## src/rtl/bip_pkg.sv

```systemverilog
`default_nettype none
// +--------------------------------------------------------------------------+
// | Module      : bip_pkg                                                    |
// | Description : Shared constants for the BIP execution controller: bus    |
// |               widths, the halt opcode, the controller state encoding    |
// |               and small state-decode helpers.                           |
// | Revision    : 1.0 - initial release                                      |
// +--------------------------------------------------------------------------+
package bip_pkg;

    // Bus widths; the opcode occupies the top c_nb_opcode bits of a word.
    localparam int c_nb_data            = 16;
    localparam int c_nb_opcode          = 5;
    localparam int c_log2_n_insmem_addr = 11;
    localparam int c_nb_cycle           = 32;

    localparam logic [c_nb_opcode-1:0] c_hlt_opcode = 5'b00000;

    // Controller state encoding
    localparam int c_nb_state = 3;
    localparam logic [c_nb_state-1:0] c_st_idle      = 3'd0;
    localparam logic [c_nb_state-1:0] c_st_clear     = 3'd1;
    localparam logic [c_nb_state-1:0] c_st_run       = 3'd2;
    localparam logic [c_nb_state-1:0] c_st_step_wait = 3'd3;
    localparam logic [c_nb_state-1:0] c_st_step_exec = 3'd4;
    localparam logic [c_nb_state-1:0] c_st_halt      = 3'd5;

    // States in which the CPU executes an instruction (o_valid high).
    function automatic logic is_exec_state(input logic [c_nb_state-1:0] st);
        return (st == c_st_run) || (st == c_st_step_exec);
    endfunction

    // States in which a program is in progress.
    function automatic logic is_busy_state(input logic [c_nb_state-1:0] st);
        return (st == c_st_clear) || (st == c_st_run) ||
               (st == c_st_step_wait) || (st == c_st_step_exec);
    endfunction

endpackage
`default_nettype wire

```

## src/rtl/bip_edge_detect.sv

```systemverilog
`default_nettype none
// +--------------------------------------------------------------------------+
// | Module      : bip_edge_detect                                            |
// | Description : 1-bit rising-edge detector. o_pulse is high for the cycle |
// |               in which i_sig is high and was low on the previous cycle. |
// | Ports       : clk     - clock                                            |
// |               rst     - synchronous active-high reset                    |
// |               i_sig   - level input                                      |
// |               o_pulse - single-cycle rising-edge pulse                   |
// | Revision    : 1.0 - initial release                                      |
// +--------------------------------------------------------------------------+
module bip_edge_detect (
    input  logic clk,
    input  logic rst,
    input  logic i_sig,
    output logic o_pulse
);

    logic r_sig_q;

    always_ff @(posedge clk) begin
        if (rst) begin
            r_sig_q <= 1'b0;
        end else begin
            r_sig_q <= i_sig;
        end
    end

    assign o_pulse = i_sig & ~r_sig_q;

endmodule
`default_nettype wire

```

## src/rtl/bip_run_ctrl.sv

```systemverilog
`default_nettype none
// +--------------------------------------------------------------------------+
// | Module      : bip_run_ctrl                                               |
// | Description : Execution controller for the BIP CPU. Drives the CPU      |
// |               enable and reset, supports continuous and single-step     |
// |               runs, halts on HLT or on a cycle budget, and reports the  |
// |               executed cycle count and the halt PC.                     |
// | Ports       : i_clock, i_reset    - clock, synchronous active-high reset |
// |               i_start             - level, start / restart a run         |
// |               i_mode              - 0 continuous, 1 single-step          |
// |               i_step              - rising edge executes one step        |
// |               i_abort             - return to IDLE                       |
// |               i_instruction, i_pc - current CPU instruction and PC       |
// |               o_valid, o_cpu_reset- CPU enable and reset                 |
// |               o_busy, o_halted    - run in progress / halted status      |
// |               o_timeout           - halt caused by cycle budget          |
// |               o_cycle_count       - executed cycles since last CLEAR     |
// |               o_halt_pc           - PC captured at the halt event        |
// | Revision    : 1.0 - initial release                                      |
// +--------------------------------------------------------------------------+
module bip_run_ctrl
    import bip_pkg::*;
#(
    parameter int                    NB_DATA            = c_nb_data,
    parameter int                    NB_OPCODE          = c_nb_opcode,
    parameter int                    LOG2_N_INSMEM_ADDR = c_log2_n_insmem_addr,
    parameter int                    NB_CYCLE           = c_nb_cycle,
    parameter int unsigned           MAX_CYCLES         = 1000000,
    parameter logic [NB_OPCODE-1:0]  HLT_OPCODE         = c_hlt_opcode
) (
    input  logic                          i_clock,
    input  logic                          i_reset,
    input  logic                          i_start,
    input  logic                          i_mode,
    input  logic                          i_step,
    input  logic                          i_abort,
    input  logic [NB_DATA-1:0]            i_instruction,
    input  logic [LOG2_N_INSMEM_ADDR-1:0] i_pc,
    output logic                          o_valid,
    output logic                          o_cpu_reset,
    output logic                          o_busy,
    output logic                          o_halted,
    output logic                          o_timeout,
    output logic [NB_CYCLE-1:0]           o_cycle_count,
    output logic [LOG2_N_INSMEM_ADDR-1:0] o_halt_pc
);

    localparam logic [NB_CYCLE-1:0] c_last_cycle = NB_CYCLE'(MAX_CYCLES - 1);
    localparam logic [NB_CYCLE-1:0] c_one        = NB_CYCLE'(1);

    logic [c_nb_state-1:0]         r_state;
    logic [c_nb_state-1:0]         w_state_nxt;
    logic                          w_step_pulse;
    logic                          w_hlt_seen;
    logic                          w_timeout_hit;
    logic                          w_exec;
    logic                          w_unused_instr_lsbs;

    logic                          r_valid;
    logic                          r_cpu_reset;
    logic                          r_busy;
    logic                          r_halted;
    logic                          r_timeout;
    logic [NB_CYCLE-1:0]           r_count;
    logic [LOG2_N_INSMEM_ADDR-1:0] r_halt_pc;

    // Only the opcode field matters for halt detection.
    assign w_hlt_seen          = (i_instruction[NB_DATA-1 -: NB_OPCODE] == HLT_OPCODE);
    assign w_unused_instr_lsbs = ^i_instruction[NB_DATA-NB_OPCODE-1:0];

    // The count never wraps: the run stops when this compare fires.
    assign w_timeout_hit = (r_count == c_last_cycle);
    assign w_exec        = is_exec_state(r_state);

    bip_edge_detect u_step_edge (
        .clk     (i_clock),
        .rst     (i_reset),
        .i_sig   (i_step),
        .o_pulse (w_step_pulse)
    );

    // Next-state logic. The run mode is captured by the choice between RUN
    // and STEP_WAIT when leaving CLEAR. HLT during CLEAR is ignored since the
    // CPU is held in reset there.
    always_comb begin
        w_state_nxt = r_state;
        case (r_state)
            c_st_idle: begin
                if (i_start) w_state_nxt = c_st_clear;
            end
            c_st_clear: begin
                w_state_nxt = i_mode ? c_st_step_wait : c_st_run;
            end
            c_st_run: begin
                if (w_hlt_seen || w_timeout_hit) w_state_nxt = c_st_halt;
            end
            c_st_step_wait: begin
                if (w_step_pulse) w_state_nxt = c_st_step_exec;
            end
            c_st_step_exec: begin
                if (w_hlt_seen || w_timeout_hit) w_state_nxt = c_st_halt;
                else                             w_state_nxt = c_st_step_wait;
            end
            c_st_halt: begin
                if (i_start) w_state_nxt = c_st_clear;
            end
            default: begin
                w_state_nxt = c_st_idle;
            end
        endcase
        // Abort overrides every other event.
        if (i_abort) w_state_nxt = c_st_idle;
    end

    // State register plus registered outputs. Outputs are decoded from the
    // next state so they line up with the state they describe.
    always_ff @(posedge i_clock) begin
        if (i_reset) begin
            r_state     <= c_st_idle;
            r_valid     <= 1'b0;
            r_cpu_reset <= 1'b0;
            r_busy      <= 1'b0;
            r_halted    <= 1'b0;
            r_timeout   <= 1'b0;
            r_count     <= '0;
            r_halt_pc   <= '0;
        end else begin
            r_state     <= w_state_nxt;
            r_valid     <= is_exec_state(w_state_nxt);
            r_cpu_reset <= (w_state_nxt == c_st_clear);
            r_busy      <= is_busy_state(w_state_nxt);
            r_halted    <= (w_state_nxt == c_st_halt);

            if (w_state_nxt == c_st_clear) begin
                r_count   <= '0;
                r_timeout <= 1'b0;
                r_halt_pc <= '0;
            end else if (i_abort) begin
                // Count and halt PC stay visible after an abort.
                r_timeout <= 1'b0;
            end else if (w_exec) begin
                r_count <= r_count + c_one;
                if (w_state_nxt == c_st_halt) begin
                    r_halt_pc <= i_pc;
                    // HLT has priority, so a simultaneous budget hit is not a timeout.
                    r_timeout <= ~w_hlt_seen;
                end
            end
        end
    end

    assign o_valid       = r_valid;
    assign o_cpu_reset   = r_cpu_reset;
    assign o_busy        = r_busy;
    assign o_halted      = r_halted;
    assign o_timeout     = r_timeout;
    assign o_cycle_count = r_count;
    assign o_halt_pc     = r_halt_pc;

endmodule
`default_nettype wire
```

## config.mk

```make
export PLATFORM = sky130hd
export DESIGN_NAME = bip_run_ctrl
export DESIGN_NICKNAME = d
export VERILOG_FILES = /design/src/rtl/bip_pkg.sv /design/src/rtl/bip_edge_detect.sv /design/src/rtl/bip_run_ctrl.sv
export SDC_FILE = /design/constraint.sdc
export NUM_CORES = 1
export LEC_CHECK = 0
export ABC_AREA = 1
export CORE_MARGIN = 2
export CORE_UTILIZATION = 51
export DETAILED_ROUTE_END_ITERATION = 8
export PLACE_DENSITY = 0.85
export SLEW_MARGIN = 20
export SYNTH_ARGS = -nofsm -noshare
export SYNTH_HDL_FRONTEND = slang
export SYNTH_SLANG_ARGS = --single-unit
```

## constraint.sdc

```tcl
create_clock -name i_clock -period 3.2 [get_ports i_clock]
set_input_delay 0.64 -clock i_clock [delete_from_list [all_inputs] [get_ports i_clock]]
set_output_delay 0.64 -clock i_clock [all_outputs]
set_load 0.01 [all_outputs]
```

==> results.sh, run 1 <==
export IMPL_slew_viol_final=0
export IMPL_clk_pin_slew_ns=0.09
export IMPL_fin_ws_ns=0.5665
export IMPL_yosysMostFrequentCell="nand2_1"
export IMPL_drc_errors=0
export IMPL_multi_input_area_um2=1453
export IMPL_ys_ff_latch=52
export IMPL_max_freq_ghz=0.3797
export IMPL_grt_met1_usage_pct=27.79
export IMPL_worst_setup_path_start_kind="flip-flop"
export IMPL_ant_nets=0
export IMPL_start_util_pct=52.33
export IMPL_syn_to_final_growth_pct=28.83
export IMPL_n_fill_cell=472
export IMPL_die_w_um=78.94
export IMPL_fp_row_count=27
export IMPL_cts_hold_buffers_added=0
export IMPL_antenna_found_initial=0
export IMPL_ys_top_cells_by_count="87 x nand2_1, 79 x inv_1, 69 x nor2_1"
export IMPL_required_ns=3.39
export IMPL_cts_sinks=52
export IMPL_finalCriticalPeriod_ns=2.634
export IMPL_synth_top_area_share_pct=36.35
export IMPL_cts_resized=0
export IMPL_cts_setup_buffers=0
export IMPL_layout_drive_gt1_share_pct=7.724
export IMPL_hold_ws_ns=0.5141
export IMPL_synth_top_family_by_area="simple AND/OR/NAND/NOR gates"
export IMPL_yosys_area_share_adder_pct=0.4369
export IMPL_cts_buffers=5
export IMPL_post_place_ws_ns=0.4094
export IMPL_tightest_slew_ns=0.5733
export IMPL_synth_area_um2=2864
export IMPL_place_congestion=0.9068
export IMPL_synthArstFlopShare_pct=0
export IMPL_avgSynthCellArea_um2=6.771
export IMPL_ir_drop_uv=181.6
export IMPL_io_buffers=69
export IMPL_clock_root_buffer="clkbuf_8"
export IMPL_p_per_area_nw_per_um2=324.6
export IMPL_vias_per_cell=4.926
export IMPL_grt_use_total_pct=21.99
export IMPL_grt_busiest_layer="met2"
export IMPL_synth_mux_area_share_pct=0
export IMPL_setup_worst_path_class="reg -> reg"
export IMPL_routed_wl_mm=6.726
export IMPL_ys_types=29
export IMPL_rsz0062_at_grt="no"
export IMPL_final_util_pct=67.42
export IMPL_holdPathStages=4
export IMPL_num_nets_final=525
export IMPL_skew_ns=0.007072
export IMPL_core_area_um2=5473
export IMPL_fp_dieH_um=78.94
export IMPL_vias=2778
export IMPL_synth_xor_area_share_pct=7.645
export IMPL_register_area_um2=1041
export IMPL_clk_path_buf_depth=2
export IMPL_seq_area_frac_synth_pct=36.35
export IMPL_arrival_ns=2.82
export IMPL_cts_tree="done"
export IMPL_period_share_pct=82.30
export IMPL_grt_pass1_vias=2549
export IMPL_wl_per_cell_um=11.93
export IMPL_hp_class="reg -> reg"
export IMPL_critPathCaptureType="flip-flop"
export IMPL_drtIter0Drc=167
export IMPL_relSlewSlack_pct=61.67
export IMPL_synth_top_flop_cell="dfxtp_1"
export IMPL_synth_top_area_cell="dfxtp_1"
export IMPL_dr_pass1_iters=4
export IMPL_ios=81
export IMPL_stdcell_area_um2=3690
export IMPL_met2_usage_pct=38.38
export IMPL_reg2regPathDepth=14
export IMPL_met3_usage_pct=2.955
export IMPL_drv_cap=0
export IMPL_synth_edf_count=0
export IMPL_status="finished, final reports clean"
export IMPL_ys_warnings_count=0
export IMPL_synth_simple_area_share_pct=38.36
export IMPL_setup_viol=0
export IMPL_grt_pass1_wl_mm=11.06
export IMPL_place_area_um2=3582
export IMPL_synth_area_leaders="dfxtp_1 36%, nand2_1 11%, inv_1 10%"
export IMPL_htreeDepth=2
export IMPL_hold_viol=0
export IMPL_syn_num_nets=457
export IMPL_synth_compound_gate_area_share_pct=4.281
export IMPL_dp_hpwl_mm=5.002
export IMPL_path_max_fanout=31
export IMPL_grt_remaining_overflow=0
export IMPL_die_area_um2=6231
export IMPL_final_setup_tns_ns=0
export IMPL_p_leak_nw=1.396
export IMPL_grt_max_degree=32
export IMPL_clock_latency_ns=0.31
export IMPL_n_antenna_cell=0
export IMPL_power_total_mw=1.198
export IMPL_place_inst=556
export IMPL_instances_no_fill=564
export IMPL_syn_inst=423
-- cell type report --
| type | instances | area share, % |
|---|---|---|
| multi-input cells | 282 | 39.37 |
| inverters | 80 | 8.138 |
| well taps | 72 | 2.442 |
| clock inverters | 2 | 0.9495 |
| clock buffers | 6 | 1.967 |
| repair buffers | 70 | 18.92 |
| flip-flops and latches | 52 | 28.21 |
-- cell families after synthesis --
logic type / Yosys count
AOI/OAI and AO/OA: 16
xor gates and xnor gates: 25
adders and majority gates: 1
buffers and inverters: 89
DFF: 52
and+or+nand+nor: 240
-- report_power, final --
group | total (mW) | switching [mW] | internal (mW)
Sequential | 0.652 | 0.00192 | 0.650
Combinational | 0.0904 | 0.0511 | 0.0392
Clock | 0.455 | 0.223 | 0.233
-- critical path, cell delays in order, from the launching register on --
cell and delay (ns):
dfxtp_1 0.45, ha_1 0.21, inv_1 0.08, nor2_1 0.18
nand3_1 0.10, nor2_1 0.11, nand2_1 0.10, nand2_2 0.09
nand2_1 0.07, nand2_1 0.09, nand2_1 0.15, nor2_4 0.31
nand2_2 0.13, nand2_4 0.34, nor2_1 0.10
-- metal layers --
layer	wire (um)	vias up
met3	301	11
met4	114	0
met2	3201	77
li1	-	1433
met5	0	-
met1	3109	1257
-- registers in the layout, summed over array words and instances (netlist names) --
| signal | flops |
|---|---|
| o_busy | 1 |
| o_cpu_reset | 1 |
| o_cycle_count | 32 |
| o_halt_pc | 11 |
| o_halted | 1 |
| o_timeout | 1 |
| o_valid | 1 |
| r_state | 3 |
| u_step_edge.r_sig_q | 1 |
-- final timing paths --
path	startpoint	end	slack, ns
min	o_halt_pc[4]	o_halt_pc[4]	0.51
max reg2reg	o_cycle_count[0]	o_cycle_count[22]	0.57
max	o_cycle_count[0]	o_cycle_count[22]	0.57
min reg2reg	o_halt_pc[4]	o_halt_pc[4]	0.51
-- layout by cell type, fill, tap and decap left out --
| cell | count |
|---|---|
| nor4_1 | 4 |
| nor3_1 | 15 |
| ha_1 | 1 |
| or3_1 | 1 |
| buf_4 | 1 |
| xor2_1 | 21 |
| nand3_1 | 22 |
| xnor2_1 | 4 |
| dfxtp_1 | 52 |
| clkbuf_8 | 5 |
| o21ai_0 | 2 |
| nor2_2 | 8 |
| nor2_1 | 69 |
| a21oi_4 | 1 |
| bufinv_16 | 1 |
| a21oi_1 | 3 |
| nand2_1 | 87 |
| nor2_4 | 4 |
| nand4_1 | 21 |
| inv_2 | 1 |
| a21oi_2 | 7 |
| o21ai_1 | 1 |
| a211oi_1 | 2 |
| clkbuf_1 | 1 |
| inv_1 | 79 |
| nand2_4 | 2 |
| clkdlybuf4s50_1 | 69 |
| nor3_2 | 1 |
| clkinv_2 | 1 |
| nand2_2 | 6 |
(Power assumes the default switching activity.)
==> run 2: changes to the inputs <==
- CORE_UTILIZATION: 51 -> 43
- PLACE_DENSITY: 0.85 -> 0.76
- clock period: 3.2 -> 2.2 ns (I/O delays scaled with it)
==> results.sh, run 2 (same netlist as run 1, synthesis figures left out) <==
export IMPL_status="finished, final reports clean"
export IMPL_ant_nets=0
export IMPL_fp_dieH_um=85.61
export IMPL_n_antenna_cell=0
export IMPL_max_freq_ghz=0.4857
export IMPL_syn_to_final_growth_pct=37.13
export IMPL_cp_buffers_inverters=3
export IMPL_dr_pass1_iters=5
export IMPL_drv_cap=0
export IMPL_required_ns=2.44
export IMPL_tightest_slew_ns=0.3753
export IMPL_critPathCaptureType="flip-flop"
export IMPL_clock_latency_ns=0.30
export IMPL_fin_ws_ns=0.1410
export IMPL_cpPeakStageDelay_ns=0.34
export IMPL_worst_setup_path_start_kind="flip-flop"
export IMPL_final_common_cell="nand2_1"
export IMPL_ir_drop_uv=290.3
export IMPL_ios=81
export IMPL_vias_per_cell=4.897
export IMPL_layout_common_cells="86 x nand2_1, 79 x inv_1, 69 x clkdlybuf4s50_1, 68 x nor2_1, 50 x dfxtp_1"
export IMPL_place_congestion=0.9113
export IMPL_die_w_um=85.61
export IMPL_arrival_ns=2.30
export IMPL_grt_use_total_pct=19.90
export IMPL_p_per_area_nw_per_um2=425.8
export IMPL_drtIter0Drc=133
export IMPL_clock_root_buffer="clkbuf_8"
export IMPL_clk_path_buf_depth=2
export IMPL_num_nets_final=549
export IMPL_cts_hold_buffers_added=0
export IMPL_start_util_pct=44.85
export IMPL_post_place_ws_ns=-0.01698
export IMPL_crit_top_cell="nand2_1"
export IMPL_fp_row_count=29
export IMPL_worstPathCellList="ha_2 > inv_1 > nor2_2 > nand3_1 > nor2_1 > nand2_1 > nand2_2 > nand2_1 > a21oi_1 > nand4_1 > buf_12 > nand2_1 > inv_1 > nor2_1"
export IMPL_finalCriticalPeriod_ns=2.059
export IMPL_period_share_pct=93.59
export IMPL_htreeDepth=2
export IMPL_hold_ws_ns=0.5145
export IMPL_cts_tree="done"
export IMPL_hp_class="reg -> reg"
export IMPL_antenna_found_initial=0
export IMPL_clk_pin_slew_ns=0.09
export IMPL_drc_errors=0
export IMPL_io_buffers=69
export IMPL_final_setup_tns_ns=0
export IMPL_routed_wl_mm=7.162
export IMPL_hold_viol=0
export IMPL_cts_buffers=5
export IMPL_grt_pass1_vias=2838
export IMPL_setup_viol=0
export IMPL_cts_sinks=52
export IMPL_critical_path_top_delay_family="simple AND/OR/NAND/NOR gates"
export IMPL_grt_pass1_wl_mm=12.08
export IMPL_core_area_um2=6386
export IMPL_relSlewSlack_pct=74.78
export IMPL_n_fill_cell=569
export IMPL_dp_hpwl_mm=5.444
export IMPL_vias=2904
export IMPL_die_area_um2=7329
export IMPL_wl_per_cell_um=12.08
export IMPL_p_leak_nw=1.529
export IMPL_cpMaxStageDelayCell="dfxtp_2"
export IMPL_grt_remaining_overflow=0
export IMPL_path_max_fanout=12
export IMPL_layout_drive_gt1_share_pct=12.79
export IMPL_grt_max_degree=17
export IMPL_slew_viol_final=0
export IMPL_setup_worst_path_class="reg -> reg"
export IMPL_skew_ns=0.01165
export IMPL_largest_reg_flops=32
export IMPL_power_total_mw=1.672
-- run 2: cell types whose count changed in the layout (fill, tap and decap cells not counted), sizes merged --
cell    before  now
clkbuf       6    9
buf          1   24
clkinv       1    0
bufinv       1    0
-- run 2: where the power goes --
part | leakage [nW] | internal (mW) | total [mW] | switching (mW)
logic | 1.06 | 0.0866 | 0.168 | 0.0817
registers | 0.420 | 0.946 | 0.948 | 0.00242
clock network | 0.0455 | 0.257 | 0.556 | 0.299
-- run 2: worst paths after layout --
| path | start | endpoint | slack, ns | cells after the start |
|---|---|---|---|---|
| max | o_cycle_count[0] | o_halt_pc[9] | 0.14 | 14 |
| min | o_halt_pc[10] | o_halt_pc[10] | 0.51 | 4 |
| max reg2reg | o_cycle_count[0] | o_halt_pc[9] | 0.14 | 14 |
| min reg2reg | o_halt_pc[10] | o_halt_pc[10] | 0.51 | 4 |
-- run 2: worst reg2reg max path, cell delays in order (launching register included) --
cell and delay, ns:
dfxtp_2 0.34, ha_2 0.19, inv_1 0.09, nor2_2 0.12
nand3_1 0.08, nor2_1 0.10, nand2_1 0.10, nand2_2 0.11
nand2_1 0.08, a21oi_1 0.19, nand4_1 0.18, buf_12 0.19
nand2_1 0.07, inv_1 0.05, nor2_1 0.10
-- run 2: cell type report --
class                           count  area, um^2  area share [%]
Clock buffer                        8       90.09           2.294
Multi-Input combinational cell    282        1460           37.18
Tap cell                           77       96.34           2.453
Sequential cell                    52        1044           26.57
Inverter                           80       300.3           7.646
Timing Repair Buffer               94       937.1           23.86
-- run 2: timing repair --
| action | CTS | global route |
|---|---|---|
| buffers inserted | 0 | 1 |
| resized for setup | 0 | 6 |
| endpoints found under the setup margin | 0 | 43 |
-- run 2: per-layer routing --
metal / wire, um / GRT usage [%]
met5: 0 / 0
met4: 73 / 6.061
met3: 401 / 3.657
met2: 3384 / 33.88
met1: 3302 / 25.66
-- run 2: metrics by stage --
step | utilization (%) | instance area [um^2] | cells
after floorplan | - | 2864 | 423
after global placement | 59.37 | 3791 | 583
after detailed placement | 59.37 | 3791 | 583
after CTS | 60.78 | 3881 | 591
after global routing | 61.50 | 3928 | 593
final | 61.50 | 3928 | 593
==> run 3: changes to the inputs <==
- CORE_ASPECT_RATIO: default -> 1.5
==> results.sh, run 3 (same netlist as run 1, synthesis figures left out) <==
export IMPL_period_share_pct=92.10
export IMPL_crit_top_cell="nand2_1"
export IMPL_n_fill_cell=606
export IMPL_routed_wl_mm=7.362
export IMPL_ant_nets=0
export IMPL_htreeDepth=2
export IMPL_arrival_ns=2.23
export IMPL_fp_dieH_um=104.0
export IMPL_drtIter0Drc=102
export IMPL_fp_row_count=36
export IMPL_multi_input_area_um2=1458
export IMPL_vias_per_cell=4.878
export IMPL_io_buffers=69
export IMPL_grt_max_degree=18
export IMPL_internal_power_mw=1.291
export IMPL_syn_to_final_growth_pct=38.66
export IMPL_critical_path_top_delay_family="simple AND/OR/NAND/NOR gates"
export IMPL_p_per_area_nw_per_um2=427.8
export IMPL_start_util_pct=44.16
export IMPL_n_antenna_cell=0
export IMPL_clk_path_buf_depth=2
export IMPL_crit_cells=15
export IMPL_p_leak_nw=1.551
export IMPL_die_w_um=70.64
export IMPL_path_max_fanout=8
export IMPL_place_area_um2=3835
export IMPL_largest_reg_flops=32
export IMPL_grt_pass1_wl_mm=12.28
export IMPL_place_congestion=0.8994
export IMPL_clk_pin_slew_ns=0.10
export IMPL_num_nets_final=554
export IMPL_combPwrFrac_pct=10.1
export IMPL_final_util_pct=61.23
export IMPL_vias=2912
export IMPL_core_area_um2=6486
export IMPL_status="finished, final reports clean"
export IMPL_setup_worst_path_class="reg -> reg"
export IMPL_grt_pass1_vias=2892
export IMPL_cpPeakStageDelay_ns=0.34
export IMPL_dp_hpwl_mm=5.651
export IMPL_slew_viol_final=0
export IMPL_hold_viol=0
export IMPL_grt_remaining_overflow=0
export IMPL_rsz0062_at_grt="no"
export IMPL_final_common_cell="nand2_1"
export IMPL_reg2regPathDepth=15
export IMPL_tightest_slew_ns=0.3614
export IMPL_critPathCaptureType="flip-flop"
export IMPL_relSlewSlack_pct=75.68
export IMPL_cp_buffers_inverters=2
export IMPL_stdcell_area_um2=3971
export IMPL_p_switching_mw=0.4076
export IMPL_layout_drive_gt1_share_pct=14.01
export IMPL_die_area_um2=7343
export IMPL_wl_per_cell_um=12.33
export IMPL_required_ns=2.40
export IMPL_clock_root_buffer="clkbuf_8"
export IMPL_clock_latency_ns=0.31
export IMPL_cpMaxStageDelayCell="dfxtp_2"
export IMPL_ios=81
export IMPL_ir_drop_uv=334.8
export IMPL_layout_common_cells="87 x nand2_1, 79 x inv_1, 69 x clkdlybuf4s50_1, 68 x nor2_1, 48 x dfxtp_1"
export IMPL_power_frac_clock_pct=34.1
export IMPL_sw_frac_of_total_pct=23.99
export IMPL_antenna_found_initial=0
export IMPL_drc_errors=0
export IMPL_topRoutingLayerUsed="met4"
export IMPL_cts_tree="done"
export IMPL_cts_buffers=5
export IMPL_wl_met1_mm=2.869
export IMPL_wl_met3_um=336
export IMPL_dr_pass1_iters=4
export IMPL_worst_setup_path_start_kind="flip-flop"
export IMPL_hp_class="reg -> reg"
export IMPL_finalCriticalPeriod_ns=2.026
export IMPL_grt_use_total_pct=20.24
export IMPL_worstPathCellList="ha_2 > inv_1 > nor2_2 > nand3_1 > nor2_1 > nand2_1 > nand2_2 > nand2_1 > nand2_1 > nand2_1 > nor2_4 > nand2_2 > nand2_4 > clkbuf_16 > nor2_2"
export IMPL_drv_cap=0
export IMPL_wl_met2_mm=3.962
export IMPL_cts_setup_buffers=0
export IMPL_seqPwrFrac_pct=55.8
export IMPL_skew_ns=0.008890
export IMPL_max_freq_ghz=0.4935
export IMPL_register_area_um2=1046
export IMPL_setup_viol=0
export IMPL_cts_sinks=52
export IMPL_holdPathStages=2
==> run 3: what timing repair did <==
| item | 4_1_cts | 5_1_grt |
|---|---|---|
| resized for setup | 0 | 8 |
| hold endpoints to repair | 0 | 0 |
| hold buffers | 0 | 0 |
| endpoints found under the setup margin | 0 | 37 |
==> run 3: area by class of cell <==
class                      instances  share of cell area (%)
clock buffer                       7                   2.174
clock inverter                     1                  0.1890
sequential                        52                   26.34
inverter                          80                   7.561
multi-input combinational        282                   36.70
timing repair buffer              99                   24.64
tap                               76                   2.394
==> run 3: per-layer routing <==
layer  GRT usage (%)  vias to the layer above
met2           39.15                       73
met1           20.77                     1326
met4           8.491                        0
met3           3.295                       15
met5               0                        -
li1                -                     1498
==> run 3: per-stage QoR <==
step | hold slack (ns) | TNS, ns | setup slack [ns] | cells | power [mW]
floorplan | 0.5161 | 0 | 0.2399 | 423 | 1.055
global placement | 0.4873 | 0 | 0.005791 | 588 | 1.128
detailed placement | 0.4941 | -0.4893 | -0.05063 | 588 | 1.131
CTS | 0.5120 | 0 | 0.1119 | 596 | 1.709
global route | 0.5387 | 0 | 0.007625 | 597 | 1.764
finish | 0.5080 | 0 | 0.1738 | 597 | 1.699
==> run 3: path summary, 6_finish.rpt <==
| path | start | endpoint | slack, ns |
|---|---|---|---|
| max | o_cycle_count[0] | o_cycle_count[31] | 0.17 |
| min reg2reg | o_cycle_count[30] | o_cycle_count[30] | 0.51 |
| max reg2reg | o_cycle_count[0] | o_cycle_count[31] | 0.17 |
| min | o_cycle_count[30] | o_cycle_count[30] | 0.51 |
==> run 3: worst register-to-register path, delay by kind of cell, from the launching register on <==
family | cells | cell delay, ns
adders and majority gates | 1 | 0.18
buffers and inverters | 2 | 0.26
DFF | 1 | 0.34
and+or+nand+nor | 12 | 1.14
==> run 3: power by group through the flow <==
stage	clock (mW)	sequential (mW)	combinational, mW
3_5_place_dp	0	0.970	0.160
6_report	0.580	0.948	0.171
3_3_place_gp	0	0.970	0.158
5_1_grt	0.627	0.949	0.188
2_1_floorplan	0	0.972	0.0834
4_1_cts	0.599	0.948	0.161
